`src/rtl/hdlc_pkg.sv`:
```
// Shared HDLC definitions: transmit FSM states, flag/abort octets and the FCS-16 polynomial.
package hdlc_pkg;

    typedef enum logic [2:0] {
        StIdle  = 3'd0,
        StSflag = 3'd1,
        StData  = 3'd2,
        StFcs   = 3'd3,
        StEflag = 3'd4,
        StGap   = 3'd5,
        StAbort = 3'd6
    } tx_state_t;

    localparam logic [7:0]  HDLC_FLAG  = 8'h7E;
    localparam logic [7:0]  HDLC_ABORT = 8'hFE;
    localparam logic [15:0] FCS_POLY   = 16'h8005;
    localparam logic [15:0] FCS_INIT   = 16'h0000;
    localparam int unsigned FCS_BITS   = 16;

    // One serial CRC step: the incoming bit is compared against the register MSB.
    function automatic logic [15:0] crc16_step(input logic [15:0] crc, input logic din);
        logic fb;
        fb = din ^ crc[15];
        return {crc[14:0], 1'b0} ^ (fb ? FCS_POLY : 16'h0000);
    endfunction

endpackage

```
`src/rtl/hdlc_tx_framer_if.sv`:
```
// Transmit-buffer handshake and serial line bundle between the buffer side and the framer.
interface hdlc_tx_framer_if;

    logic       Tx_Enable;
    logic       Tx_DataAvail;
    logic [7:0] Tx_DataIn;
    logic       Tx_FCSen;
    logic       Tx_AbortFrame;
    logic       Tx_RdBuff;
    logic       Tx;
    logic       Tx_ValidFrame;
    logic       Tx_Done;
    logic       Tx_AbortedTrans;

    modport master (
        output Tx_Enable, Tx_DataAvail, Tx_DataIn, Tx_FCSen, Tx_AbortFrame,
        input  Tx_RdBuff, Tx, Tx_ValidFrame, Tx_Done, Tx_AbortedTrans
    );

    modport slave (
        input  Tx_Enable, Tx_DataAvail, Tx_DataIn, Tx_FCSen, Tx_AbortFrame,
        output Tx_RdBuff, Tx, Tx_ValidFrame, Tx_Done, Tx_AbortedTrans
    );

endinterface

```
`src/rtl/hdlc_crc16.sv`:
```
// Serial CRC-16 (x^16+x^15+x^2+1), one bit per enabled cycle; reused by the receive checker.
module hdlc_crc16
    import hdlc_pkg::*;
(
    input  logic                clk,
    input  logic                rst_n,
    input  logic                clr,
    input  logic                en,
    input  logic                din,
    output logic [FCS_BITS-1:0] rem
);

    logic [FCS_BITS-1:0] rem_q, rem_d;

    // Clear has priority so a new frame always starts from the initial value.
    always_comb begin
        rem_d = rem_q;
        if (clr) begin
            rem_d = FCS_INIT;
        end else if (en) begin
            rem_d = crc16_step(rem_q, din);
        end
    end

    // Remainder register.
    always_ff @(posedge clk or negedge rst_n) begin
        if (!rst_n) begin
            rem_q <= FCS_INIT;
        end else begin
            rem_q <= rem_d;
        end
    end

    assign rem = rem_q;

endmodule

```
`src/rtl/hdlc_tx_framer.sv`:
```
// HDLC transmit framer: start flag, zero-stuffed payload and FCS, closing flag, abort and gap.
module hdlc_tx_framer
    import hdlc_pkg::*;
#(
    parameter int unsigned IDLE_GAP   = 8,
    parameter int unsigned ONES_LIMIT = 5
) (
    input  logic            Clk,
    input  logic            Rst,
    hdlc_tx_framer_if.slave bus
);

    localparam int unsigned OnesW = $clog2(ONES_LIMIT + 1);
    localparam int unsigned GapW  = $clog2(IDLE_GAP + 1);
    localparam logic [OnesW-1:0] OnesMax = OnesW'(ONES_LIMIT);
    localparam logic [GapW-1:0]  GapFull = GapW'(IDLE_GAP);
    localparam logic [GapW-1:0]  GapLast = GapW'(IDLE_GAP - 1);

    tx_state_t          state_q, state_d;
    logic [3:0]         bit_cnt_q, bit_cnt_d;
    logic [OnesW-1:0]   ones_cnt_q, ones_cnt_d;
    logic [GapW-1:0]    gap_cnt_q, gap_cnt_d;
    logic [7:0]         shift_q, shift_d;
    logic               fcs_en_q, fcs_en_d;
    // A payload that ends on a ones run still owes a stuffed zero before the closing flag.
    logic               tail_q, tail_d;
    logic               done_q, done_d;

    logic [FCS_BITS-1:0] crc_rem;
    logic               crc_clr, crc_en;
    logic               in_frame, abort_req, stuff, start_req, rd_buff, tx_bit;
    logic [OnesW-1:0]   ones_inc;

    hdlc_crc16 u_crc (
        .clk   (Clk),
        .rst_n (Rst),
        .clr   (crc_clr),
        .en    (crc_en),
        .din   (shift_q[0]),
        .rem   (crc_rem)
    );

    // Line bit, fetch strobe and the per-cycle control decodes.
    always_comb begin
        in_frame  = state_q inside {StSflag, StData, StFcs, StEflag};
        abort_req = bus.Tx_AbortFrame && in_frame;
        stuff     = (state_q == StData || state_q == StFcs) && (ones_cnt_q == OnesMax);
        start_req = bus.Tx_Enable &&
                    ((state_q == StIdle && gap_cnt_q == GapFull) ||
                     (state_q == StGap && gap_cnt_q == GapLast));
        rd_buff   = bus.Tx_DataAvail && !abort_req && (bit_cnt_q == 4'd7) &&
                    (state_q == StSflag || (state_q == StData && !stuff));
        case (state_q)
            StSflag, StEflag: tx_bit = HDLC_FLAG[bit_cnt_q[2:0]];
            StAbort:          tx_bit = HDLC_ABORT[bit_cnt_q[2:0]];
            StData:           tx_bit = !stuff && shift_q[0];
            StFcs:            tx_bit = !stuff && crc_rem[bit_cnt_q];
            default:          tx_bit = 1'b1;
        endcase
        ones_inc = tx_bit ? ones_cnt_q + 1'b1 : '0;
    end

    // Next-state logic; abort is applied last so it overrides any in-frame decision.
    always_comb begin
        state_d    = state_q;
        bit_cnt_d  = bit_cnt_q;
        ones_cnt_d = ones_cnt_q;
        gap_cnt_d  = gap_cnt_q;
        shift_d    = shift_q;
        fcs_en_d   = fcs_en_q;
        tail_d     = tail_q;
        done_d     = 1'b0;
        crc_clr    = 1'b0;
        crc_en     = 1'b0;

        case (state_q)
            StSflag: begin
                bit_cnt_d  = bit_cnt_q + 4'd1;
                ones_cnt_d = '0;
                if (bit_cnt_q == 4'd7) begin
                    bit_cnt_d = '0;
                    if (rd_buff) begin
                        state_d = StData;
                        shift_d = bus.Tx_DataIn;
                    end else if (fcs_en_q) begin
                        state_d = StFcs;
                    end else begin
                        state_d = StEflag;
                    end
                end
            end
            StData: begin
                if (stuff) begin
                    ones_cnt_d = '0;
                    if (tail_q) begin
                        state_d   = StEflag;
                        bit_cnt_d = '0;
                        tail_d    = 1'b0;
                    end
                end else begin
                    crc_en     = 1'b1;
                    ones_cnt_d = ones_inc;
                    shift_d    = {1'b0, shift_q[7:1]};
                    bit_cnt_d  = bit_cnt_q + 4'd1;
                    if (bit_cnt_q == 4'd7) begin
                        if (rd_buff) begin
                            shift_d   = bus.Tx_DataIn;
                            bit_cnt_d = '0;
                        end else if (fcs_en_q) begin
                            state_d   = StFcs;
                            bit_cnt_d = '0;
                        end else if (ones_inc == OnesMax) begin
                            tail_d = 1'b1;
                        end else begin
                            state_d   = StEflag;
                            bit_cnt_d = '0;
                        end
                    end
                end
            end
            StFcs: begin
                if (stuff) begin
                    ones_cnt_d = '0;
                    if (tail_q) begin
                        state_d   = StEflag;
                        bit_cnt_d = '0;
                        tail_d    = 1'b0;
                    end
                end else begin
                    ones_cnt_d = ones_inc;
                    bit_cnt_d  = bit_cnt_q + 4'd1;
                    if (bit_cnt_q == 4'd15) begin
                        if (ones_inc == OnesMax) begin
                            tail_d = 1'b1;
                        end else begin
                            state_d   = StEflag;
                            bit_cnt_d = '0;
                        end
                    end
                end
            end
            StEflag: begin
                bit_cnt_d = bit_cnt_q + 4'd1;
                if (bit_cnt_q == 4'd7) begin
                    state_d   = StGap;
                    bit_cnt_d = '0;
                    gap_cnt_d = '0;
                    done_d    = 1'b1;
                end
            end
            StAbort: begin
                bit_cnt_d = bit_cnt_q + 4'd1;
                if (bit_cnt_q == 4'd7) begin
                    state_d   = StGap;
                    bit_cnt_d = '0;
                    gap_cnt_d = '0;
                end
            end
            StGap: begin
                gap_cnt_d = gap_cnt_q + 1'b1;
                if (gap_cnt_q == GapLast) begin
                    state_d = StIdle;
                end
            end
            default: begin
                state_d = StIdle;
            end
        endcase

        if (start_req) begin
            state_d    = StSflag;
            bit_cnt_d  = '0;
            ones_cnt_d = '0;
            tail_d     = 1'b0;
            fcs_en_d   = bus.Tx_FCSen;
            crc_clr    = 1'b1;
        end

        if (abort_req) begin
            state_d    = StAbort;
            bit_cnt_d  = '0;
            ones_cnt_d = '0;
            tail_d     = 1'b0;
            done_d     = 1'b0;
        end
    end

    // State registers; the gap counter resets full so the first frame starts at once.
    always_ff @(posedge Clk or negedge Rst) begin
        if (!Rst) begin
            state_q    <= StIdle;
            bit_cnt_q  <= '0;
            ones_cnt_q <= '0;
            gap_cnt_q  <= GapFull;
            shift_q    <= '0;
            fcs_en_q   <= 1'b0;
            tail_q     <= 1'b0;
            done_q     <= 1'b0;
        end else begin
            state_q    <= state_d;
            bit_cnt_q  <= bit_cnt_d;
            ones_cnt_q <= ones_cnt_d;
            gap_cnt_q  <= gap_cnt_d;
            shift_q    <= shift_d;
            fcs_en_q   <= fcs_en_d;
            tail_q     <= tail_d;
            done_q     <= done_d;
        end
    end

    assign bus.Tx              = tx_bit;
    assign bus.Tx_RdBuff       = rd_buff;
    assign bus.Tx_ValidFrame   = in_frame;
    assign bus.Tx_Done         = done_q;
    assign bus.Tx_AbortedTrans = (state_q == StAbort) && (bit_cnt_q == 4'd0);

endmodule
```
`src/flat_wrapper.sv`:
```
// flat-port wrapper written by rule: the top's interface ports become plain ports
module hdlc_tx_framer_flat import hdlc_pkg::*;
#(
    parameter int unsigned IDLE_GAP   = 8,
    parameter int unsigned ONES_LIMIT = 5
)
  (Clk, Rst, bus_Tx_Enable, bus_Tx_DataAvail, bus_Tx_DataIn, bus_Tx_FCSen, bus_Tx_AbortFrame, bus_Tx_RdBuff, bus_Tx, bus_Tx_ValidFrame, bus_Tx_Done, bus_Tx_AbortedTrans);
  hdlc_tx_framer_if bus_i ();
  input  logic Clk;
  input  logic Rst;
  input wire logic [$bits(bus_i.Tx_Enable)-1:0] bus_Tx_Enable;
  input wire logic [$bits(bus_i.Tx_DataAvail)-1:0] bus_Tx_DataAvail;
  input wire logic [$bits(bus_i.Tx_DataIn)-1:0] bus_Tx_DataIn;
  input wire logic [$bits(bus_i.Tx_FCSen)-1:0] bus_Tx_FCSen;
  input wire logic [$bits(bus_i.Tx_AbortFrame)-1:0] bus_Tx_AbortFrame;
  output wire logic [$bits(bus_i.Tx_RdBuff)-1:0] bus_Tx_RdBuff;
  output wire logic [$bits(bus_i.Tx)-1:0] bus_Tx;
  output wire logic [$bits(bus_i.Tx_ValidFrame)-1:0] bus_Tx_ValidFrame;
  output wire logic [$bits(bus_i.Tx_Done)-1:0] bus_Tx_Done;
  output wire logic [$bits(bus_i.Tx_AbortedTrans)-1:0] bus_Tx_AbortedTrans;
  assign bus_i.Tx_Enable = bus_Tx_Enable;
  assign bus_i.Tx_DataAvail = bus_Tx_DataAvail;
  assign bus_i.Tx_DataIn = bus_Tx_DataIn;
  assign bus_i.Tx_FCSen = bus_Tx_FCSen;
  assign bus_i.Tx_AbortFrame = bus_Tx_AbortFrame;
  assign bus_Tx_RdBuff = bus_i.Tx_RdBuff;
  assign bus_Tx = bus_i.Tx;
  assign bus_Tx_ValidFrame = bus_i.Tx_ValidFrame;
  assign bus_Tx_Done = bus_i.Tx_Done;
  assign bus_Tx_AbortedTrans = bus_i.Tx_AbortedTrans;
  hdlc_tx_framer #(.IDLE_GAP(IDLE_GAP), .ONES_LIMIT(ONES_LIMIT)) u_core (.Clk(Clk), .Rst(Rst), .bus(bus_i));
endmodule
```
`config.mk`:
```
export PLATFORM = sky130hd
export DESIGN_NAME = hdlc_tx_framer_flat
export DESIGN_NICKNAME = d
export VERILOG_FILES = /design/src/rtl/hdlc_pkg.sv /design/src/rtl/hdlc_tx_framer_if.sv /design/src/rtl/hdlc_crc16.sv /design/src/rtl/hdlc_tx_framer.sv /design/src/flat_wrapper.sv
export SDC_FILE = /design/constraint.sdc
export NUM_CORES = 1
export LEC_CHECK = 0
export ABC_AREA = 1
export CAP_MARGIN = 20
export CELL_PAD_IN_SITES_DETAIL_PLACEMENT = 0
export CELL_PAD_IN_SITES_GLOBAL_PLACEMENT = 2
export CORE_AREA = 2 2 94 96
export DETAILED_ROUTE_END_ITERATION = 10
export DIE_AREA = 0 0 96 98
export GPL_TIMING_DRIVEN = 1
export PLACE_DENSITY_LB_ADDON = 0.08
export SLEW_MARGIN = 20
export SYNTH_ARGS = -nofsm -noshare
export SYNTH_HDL_FRONTEND = slang
export SYNTH_SLANG_ARGS = --single-unit
```
`constraint.sdc`:
```
create_clock -name Clk -period 2.4 [get_ports Clk]
set_input_delay 0.48 -clock Clk [delete_from_list [all_inputs] [get_ports Clk]]
set_output_delay 0.48 -clock Clk [all_outputs]
set_load 0.05 [all_outputs]
```
==> Yosys cells after proc, flatten, opt, wreduce, memory -nomap -nowiden <==
Memory sizes are Yosys's and may differ from the RTL's.
Cells that the tools add are included.
{ "word_totals": {"mem_bits_ro": 16, "input_bits": 14, "mem_count": 2, "regBits": 41, "out_inout_bits": 5} }
{ "mem_list": {"columns": ["memory", "words", "word_bits", "rd", "rd_ports_with_merged_regs", "write_ports", "line_no", "source"], "rows": [
  ["(no name shown)", 8, 1, 1, 0, 0, "hdlc_tx_framer.sv:54", "StSflag, StEflag: tx_bit = HDLC_FLAG[bit_cnt_q[2:0]];"],
  ["(no name shown)", 8, 1, 1, 0, 0, "hdlc_tx_framer.sv:55", "StAbort: tx_bit = HDLC_ABORT[bit_cnt_q[2:0]];"]
]} }
{ "classes": {"muxes": 65, "bitwise": 2, "addsub": 3, "reduce_logical": 34, "magnitude_cmp": 2, "n_eq_ne": 23} }
{ "op_table": {"columns": ["cell", "count"], "rows": [
  ["3-bit 2-to-1 mux", 19],
  ["16-bit 2-to-1 mux", 3],
  ["4-bit 2-to-1 mux", 12],
  ["8-bit 2-to-1 mux", 5],
  ["1-bit 2-to-1 mux", 18],
  ["8-bit case mux with 2 select lines", 1],
  ["16-bit XOR", 1],
  ["3-bit == test (second input constant)", 5],
  ["5-bit by 2-bit inequality test with 1-bit output (second input constant)", 3],
  ["3-bit case mux with 5 select lines", 1],
  ["1-bit logical AND", 12],
  ["4-bit case mux with 3 select lines", 1],
  ["4-bit nonzero test", 3],
  ["4-bit by 1-bit adder with 4-bit output (second input constant)", 2],
  ["4-bit by 3-bit == test with 1-bit output (second input constant)", 2],
  ["4-bit == test (second input constant)", 2],
  ["4-bit by 2-bit inequality test with 1-bit output (second input constant)", 2],
  ["4-bit case mux with 2 select lines", 1],
  ["3-bit by 2-bit == test with 1-bit output (second input constant)", 2],
  ["2-bit inequality test (second input constant)", 3],
  ["3-bit case mux with 2 select lines", 1],
  ["6-bit AND reduction", 1],
  ["2-bit nonzero test", 3],
  ["2-bit OR reduction", 3],
  ["other kinds (20)", 23]
]} }

==> Longest topological paths before layout <==
{ "logic_depth": {"depth_word": 16, "mapped_depth": 17} }

==> Modules after synthesis <==
Synthesis repeated with hierarchy kept, for this count alone.
{ "unflattened": {"hier_cells": 367, "area_unflattened_um2": 2717.6} }
{ "modules_own_cells": {"columns": ["mod", "instances", "cells_each", "area_each_um2"], "rows": [
  ["hdlc_tx_framer", 1, 298, 1994.4],
  ["hdlc_crc16", 1, 69, 723.2]
]} }

==> Least setup slack after synthesis <==
OpenSTA, ideal clock, no wires.
{ "synth_timing": {"kind": "register to output", "startpoint": "register u_core.state_q[1]", "endpoint": "output port bus_Tx_RdBuff", "path_buffers": 0, "stages_incl_launch_ff": 10, "setup_slack_ns": 0.172, "arrival_time_ns": 1.748, "path_cell_list": "dfrtp_1 > inv_2 > nor2_4 > inv_4 > nand3_2 > nand2_4 > nand2_4 > inv_4 > nand2_8 > inv_1"} }
{ "synth_via": {"elab_chain_cells": 7, "elab_cells_between_ends": 15, "cone_classes": "4 x eq/ne; 11 x reduce/logical"} }
{ "synth_rtl": {"columns": ["item", "line_no", "source"], "rows": [
  ["from (decl)", "hdlc_tx_framer.sv:19", "tx_state_t state_q, state_d;"],
  ["from (signal assigned)", "hdlc_tx_framer.sv:191", "state_q <= StIdle;"],
  ["from (signal assigned)", "hdlc_tx_framer.sv:200", "state_q <= state_d;"],
  ["3-bit by 1-bit == test with 1-bit output, or another cell as far along", "hdlc_tx_framer.sv:45", "in_frame = state_q inside {StSflag, StData, StFcs, StEflag};"],
  ["4-bit nonzero test (*)", "hdlc_tx_framer.sv:45", null],
  ["via bus_Tx_ValidFrame", "flat_wrapper.sv:18", "output wire logic [$bits(bus_i.Tx_ValidFrame)-1:0] bus_Tx_ValidFrame;"],
  ["1-bit logical AND (*)", "hdlc_tx_framer.sv:46", "abort_req = bus.Tx_AbortFrame && in_frame;"],
  ["1-bit logical NOT (*)", "hdlc_tx_framer.sv:51", "rd_buff = bus.Tx_DataAvail && !abort_req && (bit_cnt_q == 4'd7) &&"],
  ["1-bit logical AND (*) (3 in a row)", "hdlc_tx_framer.sv:51", null],
  ["to (decl)", "flat_wrapper.sv:16", "output wire logic [$bits(bus_i.Tx_RdBuff)-1:0] bus_Tx_RdBuff;"]
]} }
The timed path passes the listed nets; every way through them passes the cells marked *.

==> Worst setup path in the final report <==
{ "layout_timing": {"startpoint": "register u_core.bit_cnt_q[0]", "endpoint": "output port bus_Tx_RdBuff"} }
{ "layout_via": {"elab_chain_cells": 3} }
{ "layout_rtl": {"columns": ["item", "line_no", "source"], "rows": [
  ["from (decl)", "hdlc_tx_framer.sv:20", "logic [3:0] bit_cnt_q, bit_cnt_d;"],
  ["from (signal assigned)", "hdlc_tx_framer.sv:201", "bit_cnt_q <= bit_cnt_d;"],
  ["4-bit by 3-bit == test with 1-bit output", "hdlc_tx_framer.sv:51", null],
  ["1-bit logical AND (2 in a row)", "hdlc_tx_framer.sv:51", null]
]} }
Every way passes these cells.

==> run metrics <==
sequential cell area fraction in the yosys report=a little under two fifths; placed wire-length estimate after detailed placement=around 5500 µm; area of the die=9410 µm²; combined area of the multi-input logic cells=between 1000 and 1500 µm²; crit path launch type=register; nets=441; worst path setup slack after routing=0.122 ns; crit path cell chain=ha_2, nand2_2, nor2_4, inv_2, nor2_4, nand2_4, inv_4, nand2_8, inv_2, buf_12; largest net degree at the start of global routing=25; global-route wire length before repair=12,500 µm; post-DR vias/cell=approximately 4.7; top area cells in the synthesized netlist=sky130_fd_sc_hd__dfrtp_1 36%, sky130_fd_sc_hd__nand2_1 13%, sky130_fd_sc_hd__inv_1 8.6%, sky130_fd_sc_hd__nand3_1 5.5%, sky130_fd_sc_hd__nor2_1 4.3%; crit path DAT=around 1.8 ns; starting density of the core=between 30% and 40%; largest delay contributor family on the critical path=simple AND/OR/NAND/NOR gates; commonest register cell after synthesis=sky130_fd_sc_hd__dfrtp_1; GRT Resource Usage Total=about 17%; Yosys reg bits=between 40 and 50; share of the clock period used by the worst path=~95%; Horiz. Die Dim=between 90 and 100 µm; latest clock arrival within the worst-skew pair=between 0.3 and 0.4 ns; number of antenna-violating nets in the routed design=0; CP max stage cell=sky130_fd_sc_hd__dfrtp_1; fill cell total of the finished layout=924; buffers plus inverters on the worst setup path=4; total of buffers placed on input and output ports=18; root buf cell=sky130_fd_sc_hd__clkbuf_8; Power, Total=between 4 and 5 mW; power density cells=between 1000 and 1500 nW/µm²; clock input transition at the sequential cells of the worst setup and hold paths=0.10 ns; total number of vias=between 2,000 and 3,000; number of DRC violations after detailed routing=0; unrepaired setup endpoints after global routing=no; Final Hold Vio Count=0; post-route core utilization=around 40%; core area=8470 µm²; number of rows created at floorplan=34; Post-Route Setup TNS=0 ns; kind of critical path=register to output pin; maximum resistive drop on vdd=around 650 µV; CTS tree=done; Register Area=roughly 1000 µm²; number of library cell types mapped by synthesis=40; Slew Limit Headroom=60.5%; initial DRC count=between 90 and 100; antenna diode count=0; Avg Cell Area, Syn=between 7 and 8 µm²; area delta synth->final=20.4%; Max Fclk=0.439 GHz; worst hold slack across all endpoints=about 0.16 ns; clock buffer count from CTS=5; Worst EP required=roughly 1.9 ns; count of yosys warnings during synthesis=0; H-tree depth reported by CTS=2; Slew Limit Fails=0; share of synthesized registers carrying an async set or reset=between 90% and 100%; status=completed; vias in the first global route=approximately 2,600; height of the die=~98 µm; kind of path behind the tightest hold check=input pin to asynchronous set/reset pin; clock tree sinks=between 40 and 50; maximum fanout count along the critical path=10; Crit path largest cell delay=roughly 0.4 ns; number of optimization iterations in the first detailed-route pass=4; transition time at the pin with the least slew margin=around 0.6 ns; endpoint kind of the worst setup timing path=output pin; cts-stage hold buffer count=0; ratio of cells with drive above 1 in the final layout=a little under a fifth; Synth top area share=between 30% and 40%; summed instance area of the synthesized netlist=between 2000 and 3000 µm²; Avg WL per Cell=14.0 µm; maximum clock skew at final layout=0.0153 ns; last weighted congestion value of the routability-driven placer=approximately 0.8; count of mapped cells out of synthesis=between 300 and 400; Post-synth EDFFs=0; Routed WL=~7400 µm; worst slack at placement=between 0.2 and 0.25 ns; number of buffers on the longest clock path=2; GRT Residual Overflow=0; number of top-level pins=19; largest area contributor in the synthesized netlist=sky130_fd_sc_hd__dfrtp_1; cell leakage power=approximately 1.8 nW; number of violations of the max-capacitance limit=0; clock period minus final worst setup slack=between 2 and 2.5 ns; initial antenna violation count=0; Setup violations, final=0; number of nets in the synthesized netlist=406
==> stage by stage <==
step,std cells,cell area [µm²]
after floorplan,385,2800
after global placement,513,3170
after detailed placement,513,3170
after CTS,521,3270
after global routing,529,3370
final,529,3370
==> layout by cell type, fill, tap and decap left out, drive strengths merged, types with 5 or more instances in the layout <==
master,synthesis,routed
a31oi,7,7
nor2,39,39
nor3,5,5
nand3,34,34
clkbuf,1,5
a21oi,13,13
inv,72,73
xor2,5,5
ha,7,7
o21ai,18,18
a22oi,13,13
nand2,107,107
clkdlybuf4s50,0,13
buf,8,24
dfrtp,40,40
==> cells by family after synthesis <==
kind of cell	Yosys count	synth area share [%]
xor+xnor	6	1.88
buf+inv	81	11.8
fa+ha+maj	7	3.13
flops	41	36.7
compound gates	60	13.5
simple gates	190	33.1
==> Yosys cell counts, types with 2 or more instances <==
| cell | number |
|---|---|
| sky130_fd_sc_hd__nand2_2 | 5 |
| sky130_fd_sc_hd__ha_1 | 7 |
| sky130_fd_sc_hd__nor3_1 | 5 |
| sky130_fd_sc_hd__a21oi_1 | 11 |
| sky130_fd_sc_hd__o21bai_1 | 2 |
| sky130_fd_sc_hd__o21ai_1 | 6 |
| sky130_fd_sc_hd__xor2_1 | 5 |
| sky130_fd_sc_hd__nand4_1 | 2 |
| sky130_fd_sc_hd__nor2_2 | 3 |
| sky130_fd_sc_hd__a22oi_1 | 13 |
| sky130_fd_sc_hd__dfrtp_1 | 40 |
| sky130_fd_sc_hd__nand3_1 | 31 |
| sky130_fd_sc_hd__nand3_2 | 2 |
| sky130_fd_sc_hd__o22ai_1 | 3 |
| sky130_fd_sc_hd__inv_2 | 6 |
| sky130_fd_sc_hd__nand2_4 | 6 |
| sky130_fd_sc_hd__nor2_1 | 32 |
| sky130_fd_sc_hd__inv_4 | 2 |
| sky130_fd_sc_hd__nor2_4 | 3 |
| sky130_fd_sc_hd__o31ai_1 | 2 |
| sky130_fd_sc_hd__inv_1 | 64 |
| sky130_fd_sc_hd__o21ai_0 | 12 |
| sky130_fd_sc_hd__a31oi_1 | 7 |
| sky130_fd_sc_hd__buf_4 | 2 |
| sky130_fd_sc_hd__nand2_1 | 95 |
| sky130_fd_sc_hd__buf_2 | 5 |
==> registers in the layout (all words and copies together), names as in the netlist <==
signal and cells:
u_core.tail_q 1, u_core.gap_cnt_q 4, u_core.shift_q 8, u_core.bit_cnt_q 4, u_core.ones_cnt_q 3, u_core.state_q 3
u_core.fcs_en_q 1, u_core.bus.Tx_Done 1, u_core.u_crc.rem 16
==> layer usage <==
layer / routed length [µm] / GRT usage (%) / vias to the layer above / part of all wire, %
li1: - / - / 1292 / -
met1: 3540 / 22.4 / 1175 / 48
met2: 3630 / 28.8 / 28 / 49
met3: 156 / 2.78 / 6 / 2.1
met4: 63 / 3.52 / 0 / 0.85
met5: 0 / 0 / - / 0
==> power breakdown <==
part           internal (mW)  switching, mW  leakage, nW
clock network          0.211          0.292       0.0447
logic                   1.01           1.63         1.20
registers              0.956          0.237        0.516
==> area by class of cell <==
class	count	share of cell area, %
Clock buffer	5	2.04
Clock inverter	3	0.742
Inverter	72	8.31
Multi-Input combinational cell	263	43.5
Sequential cell	41	30.6
Tap cell	108	4.01
Timing Repair Buffer	37	10.8
==> what timing repair did <==
| action | CTS | global route |
|---|---|---|
| endpoints found under the setup margin | 2 | 2 |
| resized for setup | 2 | 14 |
| pin swaps | 0 | 4 |
| setup buffers | 0 | 8 |
==> worst paths after layout <==
| check | from | to | slack (ns) | cells after the start |
|---|---|---|---|---|
| setup / recovery | u_core.bit_cnt_q[0]$_DFFE_PN0P_ | bus_Tx_RdBuff | 0.12 | 10 |
| hold / removal | Rst | u_core.u_crc.rem[12]$_DFFE_PN0P_ | 0.16 | 1 |
| setup reg to reg | u_core.state_q[2]$_DFFE_PN0P_ | u_core.bit_cnt_q[0]$_DFFE_PN0P_ | 0.33 | 15 |
| hold reg to reg | u_core.u_crc.rem[2]$_DFFE_PN0P_ | u_core.u_crc.rem[2]$_DFFE_PN0P_ | 0.53 | 2 |
| max in group asynchronous | Rst | u_core.gap_cnt_q[3]$_DFFE_PN1P_ | 1.57 | 2 |
| min in group Clk | u_core.u_crc.rem[2]$_DFFE_PN0P_ | u_core.u_crc.rem[2]$_DFFE_PN0P_ | 0.53 | 2 |
No activity file was read; power rests on OpenSTA's default activity.
